===== src/rtl/misr_pkg.sv =====
// Shared types and default constants for the signature compactor.
// Defaults reproduce the legacy 16-bit single-input MISR.
package misr_pkg;

    typedef enum logic [1:0] {
        S_IDLE = 2'd0,
        S_RUN  = 2'd1,
        S_DONE = 2'd2
    } misr_state_t;

    localparam logic [15:0] DEF_POLY = 16'h0071;
    localparam logic [15:0] DEF_SEED = 16'hFFFF;

endpackage


===== src/rtl/misr_core.sv =====
// Signature register with seed load and one compaction step per enabled cycle.
// Latency: sig updates one cycle after load/step; sig_next is combinational.
// Backpressure: none; step is simply not asserted when there is no word.
module misr_core
    import misr_pkg::*;
#(
    parameter int                 WIDTH = 16,
    parameter int                 NIN   = 1,
    parameter logic [WIDTH-1:0]   POLY  = WIDTH'(DEF_POLY),
    parameter logic [WIDTH-1:0]   SEED  = WIDTH'(DEF_SEED)
) (
    input  logic             clk,
    input  logic             reset,
    input  logic             load,
    input  logic             step,
    input  logic [NIN-1:0]   inj,
    output logic [WIDTH-1:0] sig,
    output logic [WIDTH-1:0] sig_next
);

    logic [WIDTH-1:0] inj_ext;

    always_comb begin
        inj_ext          = '0;
        inj_ext[NIN-1:0] = inj;
    end

    always_comb begin
        sig_next = (sig << 1) ^ (sig[WIDTH-1] ? POLY : '0) ^ inj_ext;
    end

    // load wins over step so a restart never folds in a stray word
    always_ff @(posedge clk or negedge reset) begin
        if (!reset) begin
            sig <= SEED;
        end else if (load) begin
            sig <= SEED;
        end else if (step) begin
            sig <= sig_next;
        end
    end

endmodule


===== src/rtl/misr_session.sv =====
// Session controller: reload seed, compact `length` valid words, compare to `expected`.
// Latency: 1 cycle per word; done/pass appear on the same edge as the last word.
// Backpressure: none; gaps (in_valid=0) hold state. X-mask port with MISR_MASK_EN.
module misr_session
    import misr_pkg::*;
#(
    parameter int                 WIDTH = 16,
    parameter int                 NIN   = 1,
    parameter logic [WIDTH-1:0]   POLY  = WIDTH'(DEF_POLY),
    parameter logic [WIDTH-1:0]   SEED  = WIDTH'(DEF_SEED),
    parameter int                 CNT_W = 16
) (
    input  logic             clk,
    input  logic             reset,
    input  logic             start,
    input  logic [CNT_W-1:0] length,
    input  logic [WIDTH-1:0] expected,
    input  logic             in_valid,
    input  logic [NIN-1:0]   in,
`ifdef MISR_MASK_EN
    input  logic [NIN-1:0]   in_mask,
`endif
    output logic [WIDTH-1:0] misr_out,
    output logic             busy,
    output logic             done,
    output logic             pass
);

    misr_state_t      state_q, state_n;
    logic [CNT_W-1:0] cnt_q, cnt_n;
    logic [WIDTH-1:0] exp_q, exp_n;
    logic             done_q, done_n;
    logic             pass_q, pass_n;
    logic             load, step;
    logic [NIN-1:0]   inj;
    logic [WIDTH-1:0] sig_next;

`ifdef MISR_MASK_EN
    assign inj = in & ~in_mask;
`else
    assign inj = in;
`endif

    misr_core #(
        .WIDTH (WIDTH),
        .NIN   (NIN),
        .POLY  (POLY),
        .SEED  (SEED)
    ) u_core (
        .clk      (clk),
        .reset    (reset),
        .load     (load),
        .step     (step),
        .inj      (inj),
        .sig      (misr_out),
        .sig_next (sig_next)
    );

    always_ff @(posedge clk or negedge reset) begin
        if (!reset) begin
            state_q <= S_IDLE;
            cnt_q   <= '0;
            exp_q   <= '0;
            done_q  <= 1'b0;
            pass_q  <= 1'b0;
        end else begin
            state_q <= state_n;
            cnt_q   <= cnt_n;
            exp_q   <= exp_n;
            done_q  <= done_n;
            pass_q  <= pass_n;
        end
    end

    always_comb begin
        state_n = state_q;
        cnt_n   = cnt_q;
        exp_n   = exp_q;
        done_n  = 1'b0;
        pass_n  = pass_q;
        load    = 1'b0;
        step    = 1'b0;
        if (start) begin
            load  = 1'b1;
            cnt_n = length;
            exp_n = expected;
            if (length == '0) begin
                state_n = S_DONE;
                done_n  = 1'b1;
                pass_n  = (SEED == expected);
            end else begin
                state_n = S_RUN;
                pass_n  = 1'b0;
            end
        end else begin
            case (state_q)
                S_RUN: begin
                    if (in_valid) begin
                        step  = 1'b1;
                        cnt_n = cnt_q - 1'b1;
                        // compare against the post-step signature so pass lands with done
                        if (cnt_q == CNT_W'(1)) begin
                            state_n = S_DONE;
                            done_n  = 1'b1;
                            pass_n  = (sig_next == exp_q);
                        end
                    end
                end
                default: ;
            endcase
        end
    end

    assign busy = (state_q == S_RUN);
    assign done = done_q;
    assign pass = pass_q;

endmodule


===== config.mk =====
export PLATFORM = sky130hd
export DESIGN_NAME = misr_session
export DESIGN_NICKNAME = d
export VERILOG_FILES = /design/src/rtl/misr_pkg.sv /design/src/rtl/misr_core.sv /design/src/rtl/misr_session.sv
export SDC_FILE = /design/constraint.sdc
export NUM_CORES = 1
export LEC_CHECK = 0
export ABC_CLOCK_PERIOD_IN_PS = 1880
export CELL_PAD_IN_SITES_DETAIL_PLACEMENT = 1
export CELL_PAD_IN_SITES_GLOBAL_PLACEMENT = 2
export CORE_UTILIZATION = 32
export CTS_BUF_LIST = sky130_fd_sc_hd__clkbuf_2 sky130_fd_sc_hd__clkbuf_4 sky130_fd_sc_hd__clkbuf_8
export DETAILED_ROUTE_END_ITERATION = 6
export PLACE_DENSITY_LB_ADDON = 0.2
export SKIP_LAST_GASP = 1
export SYNTH_ARGS = -nofsm -noshare
export SYNTH_HDL_FRONTEND = slang
export SYNTH_SLANG_ARGS = --single-unit

===== constraint.sdc =====
create_clock -name clk -period 1.88 [get_ports clk]
set_input_delay 0.282 -clock clk [delete_from_list [all_inputs] [get_ports clk]]
set_output_delay 0.282 -clock clk [all_outputs]
set_load 0.01 [all_outputs]

Word level (Yosys, flattened, before mapping)
Cells that the tools add are included.
- output and inout bits: 19
- register bits: 52
- bitwise gates (word level): 2
- add/sub/neg operators: 1
- mux-type cells: 25
- reductions and logical operators: 7
- equality and inequality tests: 4
- operators by type and width (operator ; number):
    $mux 16 ; 5
    $eq 16x1->1 const B ; 1
    $eq 16x16->1 ; 1
    $eq 16x16->1 const A ; 1
    $logic_not 16->1 ; 1
    $sub 16x1->16 const B ; 1
    $xor 16x1->16 ; 1
    $xor 16x16->16 ; 1
    $mux 1 ; 14
    $mux 2 ; 5
    $reduce_bool 2->1 ; 4
    $mux 7 ; 1
    $reduce_and 3->1 ; 1
    $eq 2x1->1 const B ; 1
    $reduce_and 2->1 ; 1

Logic depth before layout (Yosys ltp)
- depth in word-level cells: 8
- mapped depth: 6
- depth with buffers taken out: 6

Cells and area by module
Synthesis repeated with hierarchy kept, for this count alone.
- cell total of the unflattened synthesis: 257
- area, all modules: 2725.1 sq um
- by module, submodules not included (module ; seq. area each (sq um) ; times used ; cells an instance ; area each (sq um)):
    misr_session ; 900.9 ; 1 ; 182 ; 1888.1
    misr_core ; 420.4 ; 1 ; 75 ; 837.1

Worst setup path before layout
OpenSTA, ideal clock, no wires.
- kind: register to register
- start point: register cnt_q[4]
- end point: register pass_q, in the netlist pass
- period minus slack after synthesis: 1.639 ns
- data required time: 1.753 ns
- stages on the path, launching flop included: 6
- arrival: 1.512 ns
- path slack: 0.241 ns
- buffers on the path: 0
- cells stage by stage: dfrtp_1 -> nor4_4 -> nand4bb_1 -> o41a_1 -> a41oi_1 -> a2bb2oi_1
- word-level cells in the longest chain between the ends: 3
- ends and longest elaborated chain (element ; RTL line ; text):
    start, declared ; misr_session.sv:30 ; logic [CNT_W-1:0] cnt_q, cnt_n;
    start signal, assigned ; misr_session.sv:68 ; cnt_q <= cnt_n;
    $eq 16x1->1 ; misr_session.sv:102 ; if (cnt_q == CNT_W'(1)) begin
    $reduce_bool 2->1 (no source line) ; n/a ;
    $reduce_and 3->1 (no source line) ; n/a ;
    end signal, assigned ; misr_session.sv:71 ; pass_q <= pass_n;
    end, declared ; misr_session.sv:33 ; logic pass_q, pass_n;
Every way passes these cells.
A chain may end at the register's enable or synchronous reset.

Final worst setup path
- start point: register cnt_q[2]
- end point: register cnt_q[9]
- word-level cells in the longest chain between the ends: 4
- ends and longest elaborated chain (element ; RTL line ; text):
    $sub 16x1->16 ; misr_session.sv:100 ; cnt_n = cnt_q - 1'b1;
    $mux 16 ; misr_session.sv:98 ; if (in_valid) begin
    $mux 16 ; misr_session.sv:96 ; case (state_q)
    $mux 16 ; misr_session.sv:83 ; if (start) begin
Every way passes these cells. The select of a mux whose other input is x is not followed.

==> metrics.cfg <==
[run]
maxCapViolations=0

[critical_path]
crit_type=reg -> reg
r2r_slack_ns=0.13
crit_start=cnt_q[2]$_DFFE_PN0P_
arrival_ns=1.95
crit_fanout=5
reg2reg_to=cnt_q[9]$_DFFE_PN0P_
timing.rr.start=cnt_q[2]$_DFFE_PN0P_
reg2reg_depth=5
start_kind=flip-flop
cp.required_ns=2.08
cp-endpoint=cnt_q[9]$_DFFE_PN0P_
end_kind=flip-flop

[layout]
final_common_cell=clkdlybuf4s50_1
num_antenna_cells=0
fin_nets=359
multiInputGateArea_um2=1220
final_area_um2=3440
drive_gt1_share_pct=18.1
areaGrowthSynthToFinish_pct=33.1
fillers=892
regArea_um2=1320
layout_common_cells=53 x clkdlybuf4s50_1, 52 x nand2_1, 36 x dfrtp_1

[placement]
io_buffers=55
dp_hpwl_mm=4.98
placed_cell_area_um2=3320
gp_congestion=0.753
place_ws_ns=0.00335

[global_route]
grt_max_degree=53
grt_usage_pct=17.6
grt_pass1_wl_mm=11.6
first_global_vias=2250
grt_overflow=0
antenna_found_initial=0

[power]
leakagePower_uw=0.00136
vdd_drop_max_mv=0.376
pwr-share-comb_pct=20.9
intPower_uw=1810
p_sw_share_pct=29.2
p_switching_uw=748
power_frac_seq_pct=52.6
clockPowerShare_pct=26.6
power_density_nw_per_um2=743

[die]
rows=32
coreArea_um2=7770
die_width_um=91.9
dieArea_um2=8450
io_pins=56
dieHeight_um=91.9
start_util_pct=33.3

[routing]
top_layer=met4
antenna_left=0
wl_met1_mm=3.56
dr_wl_met3_um=191
dr.pass1.iters=4
avgRoutedWirePerCell_um=16.3
postRouteWirelength_mm=6.90
drt_first_iter_violations=40
vias_per_cell=4.90
wl_met2_mm=3.11
drc=0
vias=2074

[logic_synthesis]
synth_warnings=0
synth_nets=296
synth_mux_area_share_pct=6.52
ys_seq_elements=52
netlist_area_um2=2590
synth-simple-area-share_pct=20.2
ys_seq_area_share_pct=51.0
synth-compound-area-share_pct=7.06
synthXorXnorAreaFrac_pct=11.8
yosys.area_share.adder_pct=0.967
syn_inst=257
synth.distinct_cells=37
syn_avg_cell_area_um2=10.1
synth_top_family_by_area=simple AND/OR/NAND/NOR gates

[timing]
drv_slew=0
hold_viol_final=0
tightest_slew_ns=0.469
fin_setup_tns_ns=0
setup_ws_ns=0.126
maxSlewHeadroom_pct=68.4
setup_viol=0
fmax_ghz=0.570
fin_crit_ns=1.75
clock_skew_ns=0.00927
hold_slack_ns=0.282
min_period_over_period_pct=93.3

[clocking]
tritoncts=done
htreeDepth=2
clkSinkCount=52
ctsRootBufferMaster=clkbuf_8
clk_pin_slew_ns=0.10
clock_path_buffers=2
numCtsBuffers=5
insertion_delay_ns=0.31

[outcome]
run_status=finished, final reports clean

[worst_hold_path]
holdCritPathClass=in -> reg

==> final cells by class <==
| cell class | count | area share (%) |
|---|---|---|
| clock buffers | 6 | 2.22 |
| clock inverters | 2 | 0.436 |
| inverters | 4 | 0.436 |
| multi-input cells | 189 | 35.5 |
| flip-flops and latches | 52 | 38.4 |
| well taps | 102 | 3.71 |
| repair buffers | 68 | 19.3 |
==> what timing repair did <==
item / CTS / global route
endpoints found under the hold margin: 36 / 0
endpoints found under the setup margin: 0 / 3
setup buffers: 0 / 1
resized for setup: 0 / 3
hold buffers: 1 / 0
==> Yosys cell counts <==
library cell  count  area share, %
nand2_1          52            7.5
dfrtp_1          36             35
xnor2_1          22            7.4
dfstp_2          16             16
nand3_1          16            3.1
mux2_2           15            6.5
o21ai_0          15            2.9
xor2_1           13            4.4
nor2_1           10            1.5
nor4_1            9            2.2
clkbuf_1          8            1.2
nor3_1            7            1.4
nand4_1           5            1.2
o211ai_1          4            1.2
inv_1             3           0.43
a21oi_1           2           0.39
buf_1             2           0.29
buf_2             2           0.39
ha_1              2           0.97
a2bb2oi_1         1           0.34
a41oi_1           1           0.34
and3b_1           1           0.34
and4_1            1           0.34
clkinv_1          1           0.14
nand3b_1          1           0.29
nand4b_1          1           0.34
nand4bb_1         1           0.43
nor2b_1           1           0.24
nor4_4            1           0.82
o2111ai_1         1           0.34
o21a_1            1           0.29
o21ai_1           1           0.19
o21ai_2           1           0.34
o41a_1            1           0.43
o41ai_1           1           0.34
or3_1             1           0.24
or4_1             1           0.29
==> routing by layer <==
metal	vias to the layer above	track usage, %
li1	1012	-
met2	36	27.5
met1	1024	25.4
met4	0	3.91
met3	2	2.90
met5	-	0
==> how the worst min path moves through the flow <==
stage           from                    to  slack [ns]  depth (start not counted)
4_1_cts        start  exp_q[2]$_DFFE_PN0P_        0.28                          3
5_1_grt        start  exp_q[2]$_DFFE_PN0P_        0.30                          3
2_1_floorplan  reset  cnt_q[0]$_DFFE_PN0P_       -0.01                          0
3_5_place_dp   reset  cnt_q[4]$_DFFE_PN0P_        0.31                          2
3_3_place_gp   reset  cnt_q[3]$_DFFE_PN0P_        0.30                          2
6_report       start  exp_q[2]$_DFFE_PN0P_        0.28                          3
==> registers in the layout, indices dropped and copies added, names as in the netlist <==
| register | flops |
|---|---|
| u_core.sig | 16 |
| cnt_q | 16 |
| done | 1 |
| pass | 1 |
| exp_q | 16 |
| state_q | 2 |
==> kinds of logic (layout without fill, tap and decap cells) <==
logic type                 count (synthesis)  after routing
muxes                                     15             15
AOI/OAI and AO/OA                         29             29
and+or+nand+nor                          108            108
xor gates and xnor gates                  35             35
adders and majority gates                  2              2
buffers and inverters                     16             80
DFF                                       52             52
==> power by group through the flow <==
stage | Combinational [µW] | Clock [µW] | Sequential [µW]
detailed placement | 535 | 0 | 1370
global placement | 528 | 0 | 1360
global route | 598 | 743 | 1360
floorplan | 265 | 0 | 1360
finish | 534 | 681 | 1350
CTS | 539 | 710 | 1350
==> per-stage QoR <==
stage,total power [µW],utilization [%],cells
2_1_floorplan,1620,-,257
3_3_place_gp,1890,42.7,413
3_5_place_dp,1900,42.7,413
4_1_cts,2600,44.0,422
5_1_grt,2700,44.3,423
6_report,2560,44.3,423
==> critical path, stage by stage, from the launching register on <==
cell	delay (ns)
dfrtp_1	0.42
nor4_4	0.38
nand4b_1	0.31
nor4_1	0.30
xnor2_1	0.18
o21ai_2	0.06
No activity file was read; power rests on OpenSTA's default activity.
